**src/rtl/mips_pkg.sv**
```systemverilog
// Shared MIPS front-end definitions: fetch states, instruction field widths, reset vector.
// Pure declarations; no timing or flow control of its own.
// Backpressure: not applicable.
package mips_pkg;

    localparam int XLEN    = 32;
    localparam int OP_W    = 6;
    localparam int REG_W   = 5;
    localparam int SHAMT_W = 5;
    localparam int FUNC_W  = 6;
    localparam int IMM_W   = 16;

    localparam logic [XLEN-1:0] RESET_PC_DEFAULT = 32'h0000_0000;

    typedef enum logic [1:0] {
        IDLE  = 2'd0,
        FETCH = 2'd1,
        HOLD  = 2'd2,
        FLUSH = 2'd3
    } fetch_state_t;

    function automatic logic [XLEN-1:0] word_align(input logic [XLEN-1:0] addr);
        return {addr[XLEN-1:2], 2'b00};
    endfunction

endpackage

```
**src/rtl/instr_split.sv**
```systemverilog
// Splits a MIPS instruction word into its R/I-type fields.
// Latency: combinational, zero cycles.
// Backpressure: none; pure slicing.
module instr_split
    import mips_pkg::*;
(
    input  logic [XLEN-1:0]    ir,
    output logic [OP_W-1:0]    upcode,
    output logic [REG_W-1:0]   rs,
    output logic [REG_W-1:0]   rt,
    output logic [REG_W-1:0]   rd,
    output logic [SHAMT_W-1:0] shamt,
    output logic [FUNC_W-1:0]  func,
    output logic [IMM_W-1:0]   imm
);

    assign upcode = ir[31:26];
    assign rs     = ir[25:21];
    assign rt     = ir[20:16];
    assign rd     = ir[15:11];
    assign shamt  = ir[10:6];
    assign func   = ir[5:0];
    assign imm    = ir[15:0];

endmodule

```
**src/rtl/instr_fetch.sv**
```systemverilog
// Instruction fetch unit: requests words from imem, holds one decoded instruction for the control FSM.
// Latency: one cycle from imem_ack to instr_valid; two cycles minimum per instruction.
// Backpressure: instr_ready low holds the instruction and suppresses further requests.
module instr_fetch
    import mips_pkg::*;
#(
    parameter logic [XLEN-1:0] RESET_PC = RESET_PC_DEFAULT
) (
    input  logic               clk,
    input  logic               rst,
    output logic               imem_req,
    output logic [XLEN-1:0]    imem_addr,
    input  logic               imem_ack,
    input  logic [XLEN-1:0]    imem_rdata,
    input  logic               redirect_valid,
    input  logic [XLEN-1:0]    redirect_pc,
    output logic               instr_valid,
    input  logic               instr_ready,
    output logic [XLEN-1:0]    instr_pc,
    output logic [OP_W-1:0]    upcode,
    output logic [REG_W-1:0]   rs,
    output logic [REG_W-1:0]   rt,
    output logic [REG_W-1:0]   rd,
    output logic [SHAMT_W-1:0] shamt,
    output logic [FUNC_W-1:0]  func,
    output logic [IMM_W-1:0]   imm
);

    fetch_state_t    state, state_nxt;
    logic [XLEN-1:0] pc, pc_nxt;
    logic [XLEN-1:0] pending_pc, pending_pc_nxt;
    logic [XLEN-1:0] ir, ir_nxt;
    logic [XLEN-1:0] ipc, ipc_nxt;
    logic [XLEN-1:0] target;

    assign target = word_align(redirect_pc);

    always_ff @(posedge clk or posedge rst) begin
        if (rst) begin
            state      <= IDLE;
            pc         <= word_align(RESET_PC);
            pending_pc <= '0;
            ir         <= '0;
            ipc        <= '0;
        end else begin
            state      <= state_nxt;
            pc         <= pc_nxt;
            pending_pc <= pending_pc_nxt;
            ir         <= ir_nxt;
            ipc        <= ipc_nxt;
        end
    end

    always_comb begin
        state_nxt      = state;
        pc_nxt         = pc;
        pending_pc_nxt = pending_pc;
        ir_nxt         = ir;
        ipc_nxt        = ipc;
        case (state)
            IDLE: begin
                state_nxt = FETCH;
                if (redirect_valid) pc_nxt = target;
            end
            FETCH: begin
                if (imem_ack) begin
                    if (redirect_valid) begin
                        pc_nxt = target;
                    end else begin
                        ir_nxt    = imem_rdata;
                        ipc_nxt   = pc;
                        pc_nxt    = pc + 32'd4;
                        state_nxt = HOLD;
                    end
                end else if (redirect_valid) begin
                    // The bus request cannot be withdrawn, so park the target until it completes.
                    pending_pc_nxt = target;
                    state_nxt      = FLUSH;
                end
            end
            HOLD: begin
                if (redirect_valid) begin
                    pc_nxt    = target;
                    state_nxt = FETCH;
                end else if (instr_ready) begin
                    state_nxt = FETCH;
                end
            end
            FLUSH: begin
                if (imem_ack) begin
                    pc_nxt    = redirect_valid ? target : pending_pc;
                    state_nxt = FETCH;
                end else if (redirect_valid) begin
                    pending_pc_nxt = target;
                end
            end
            default: state_nxt = IDLE;
        endcase
    end

    // pc only advances on ack, so the address is stable for the whole request.
    assign imem_req    = (state == FETCH) || (state == FLUSH);
    assign imem_addr   = imem_req ? pc : '0;
    assign instr_valid = (state == HOLD);
    assign instr_pc    = ipc;

    instr_split u_split (
        .ir     (ir),
        .upcode (upcode),
        .rs     (rs),
        .rt     (rt),
        .rd     (rd),
        .shamt  (shamt),
        .func   (func),
        .imm    (imm)
    );

endmodule

```
**config.mk**
```make
export PLATFORM = sky130hd
export DESIGN_NAME = instr_fetch
export DESIGN_NICKNAME = d
export VERILOG_FILES = /design/src/rtl/mips_pkg.sv /design/src/rtl/instr_split.sv /design/src/rtl/instr_fetch.sv
export SDC_FILE = /design/constraint.sdc
export NUM_CORES = 1
export LEC_CHECK = 0
export ABC_AREA = 1
export CORE_ASPECT_RATIO = 1.2
export CORE_MARGIN = 2
export CORE_UTILIZATION = 30
export CTS_BUF_LIST = sky130_fd_sc_hd__clkbuf_2
export DETAILED_ROUTE_END_ITERATION = 7
export GPL_ROUTABILITY_DRIVEN = 0
export PLACE_DENSITY_LB_ADDON = 0.12
export SYNTH_ARGS = -nofsm -noshare
export SYNTH_HDL_FRONTEND = slang
export SYNTH_SLANG_ARGS = --single-unit
```
**constraint.sdc**
```tcl
create_clock -name clk -period 8.8 [get_ports clk]
set_input_delay 2.64 -clock clk [delete_from_list [all_inputs] [get_ports clk]]
set_output_delay 2.64 -clock clk [all_outputs]
set_load 0.1 [all_outputs]
```
==> out/qor.yml <==
outcome:
  status: "finished, violations left"
  violations: "design-rule violations"
synth:
  syn_avg_cell_area_um2: 8.42
  syn_area_um2: 7000
  synth_nets: 902
  synth_compound_area_frac: 0.134
  yosys.area_share.simple: 0.199
  yosys_warnings: 0
  synth_edf_count: 0
  synth_cell_types: 37
  synth_seq_cells: 130
  synthMuxAreaShare: 0.0874
  synth_cells: 832
  synth_top_family_by_area: "simple AND/OR/NAND/NOR gates"
  synthAdderAreaFrac: 0.00179
  synth-xor-area-share: 0.00125
  synthArstFlopShare: 1.00
  ys.flop_type: "dfrtp_1"
  yosysSeqAreaShare: 0.465
timing:
  finalClockSkew_ps: 48.9
  final-setup-viol-count: 0
  max_freq_mhz: 172
  finalCritPeriodShare: 0.662
  final.setup.tns_ps: 0
  slew_headroom: 0.311
  worst_pin_slew_ps: 1030
  maxSlewViolCount: 0
  rsz0062_at_grt: "false"
  final-hold-violation-count: 0
  min_period_ps: 5830
die:
  core_um2: 23000
  start_util: 0.304
  num_io_pins: 183
  die_h_um: 171
  die_w_um: 143
  rows: 61
  fp.dieArea_um2: 24600
global_routing:
  grt.total_usage: 0.169
  grt_pass1_wl_mm: 32.1
  overflow: 0
  antenna_found_initial: 1
  grt_start_max_net_pins: 74
  grt_pass1_vias: 5504
setup_path:
  critPathKind: "register to output port"
  start_kind: "register"
  end_kind: "output port"
  r2r-start: "state[0]$_DFFE_PP0P_"
  crit_fanout: 23
  critPathLaunch: "state[0]$_DFFE_PP0P_"
  critical_path_required_ps: 6160
  cp.arrival_ps: 3190
route:
  routed_wl_mm: 20.9
  drc: 1
  wl_per_cell_um: 15.9
  firstDrtPassIters: 7
  num_vias: 6098
  initialDrtViolationCount: 440
  viasPerCell: 4.66
  ant_nets: 0
run:
  maxCapViolations: 0
clock_network:
  cts_hold_buf: 0
  cts_buffers: 17
  max-clock-path-buffers: 2
  clock-sinks: 130
  cts_root_buf: "clkbuf_2"
  clk_pin_slew_ps: 230
  cts_max_level: 4
  cts_tree: "done"
  cts.repair.resized: 0
  post_cts_buffers: 0
  clk_latency_ps: 710
placement:
  port_buffers: 180
  hpwl_mm: 14.9
finish:
  syn_to_final_growth_pct: 30.3
  drive_above_1_share: 0.110
  nets: 1050
hold_path:
  holdCritStartpoint: "pending_pc[1]$_DFFE_PP0P_"
  hp-class: "register to register"
==> worst paths after layout <==
| path | to | slack [ps] | cells after the start |
|---|---|---|---|
| min in group asynchronous | pc[0]$_DFFE_PP0P_ | 2440 | 2 |
| max in group asynchronous | pc[20]$_DFFE_PP0P_ | 5020 | 3 |
| hold reg to reg | pending_pc[1]$_DFFE_PP0P_ | 500 | 2 |
| hold / removal | pending_pc[1]$_DFFE_PP0P_ | 500 | 2 |
| setup reg to reg | pc[5]$_DFFE_PP0P_ | 5520 | 8 |
| setup / recovery | imem_addr[16] | 2970 | 4 |
==> area by class of cell <==
| class | count | area, µm² |
|---|---|---|
| antenna | 1 | 2.50 |
| clock buffer | 17 | 85.1 |
| clock inverter | 15 | 168 |
| fill | 2419 | 13900 |
| inverter | 112 | 430 |
| multi-input combinational | 535 | 2970 |
| sequential | 130 | 3250 |
| tap | 315 | 394 |
| timing repair buffer | 184 | 1830 |
==> critical path, cell delays in order, from the launching register on <==
cell and delay, ps:
dfrtp_1 780, buf_4 410, nand2_1 80, inv_1 70
clkdlybuf4s50_1 1160
==> sequential cells by signal, summed over array words and instances (netlist names) <==
| name | cells |
|---|---|
| state | 2 |
| pc | 32 |
| instr_pc | 32 |
| ir | 32 |
| pending_pc | 32 |
==> cells in the mapped netlist (3+ instances only) <==
library cell / instances / area [µm²]
nor3_1: 4 / 20.0
a21oi_1: 32 / 160
inv_1: 101 / 379
inv_2: 6 / 22.5
o22ai_1: 16 / 100
buf_6: 8 / 90.1
buf_4: 19 / 143
nor2_4: 9 / 101
a221oi_1: 6 / 52.6
a22oi_1: 4 / 30.0
o21ai_0: 51 / 255
mux2_4: 40 / 601
nand2_1: 201 / 754
inv_4: 3 / 18.8
nor2_1: 55 / 206
nand2_2: 4 / 25.0
buf_2: 13 / 65.1
nand3_1: 38 / 190
nor2_2: 4 / 25.0
dfrtp_1: 130 / 3250
a31oi_1: 12 / 75.1
nand2_4: 3 / 33.8
o21ai_1: 43 / 215
clkbuf_1: 13 / 48.8
==> cell families after synthesis <==
family,Yosys count
AOI/OAI and AO/OA,170
xor gates and xnor gates,1
adders and majority gates,1
buffers and inverters,167
DFF,130
muxes,41
and+or+nand+nor,322
==> stage by stage <==
step	utilization	hold WS, ps	cells	setup slack [ps]	area, µm²
finish	0.396	501	1309	2970	9130
global route	0.396	533	1309	2760	9130
CTS	0.396	507	1308	2850	9120
detailed placement	0.385	454	1276	3130	8870
global placement	0.385	448	1276	3120	8870
floorplan	-	437	832	2690	7000
==> layer usage <==
layer  global-route usage  wire [µm]
met4               0.0473        211
met2                0.253       9250
met3               0.0359       1260
met1                0.246      10100
met5                    0          0
==> placed cells by master (no fill, tap or decap), types with 6 or more instances in the layout <==
cell type and count:
clkinvlp_4 6, nor2_4 9, o22ai_1 16, nand3_1 38
a21oi_1 32, a31oi_1 12, o21ai_1 43, clkdlybuf4s50_1 179
inv_1 100, nand2_1 201, inv_2 6, a221oi_1 6
clkbuf_2 17, dfrtp_1 130, mux2_4 40, nor2_1 55
o21ai_0 51
Power is not shown: default switching activity piles up to over one toggle a cycle in this logic, so the estimate is an artifact.
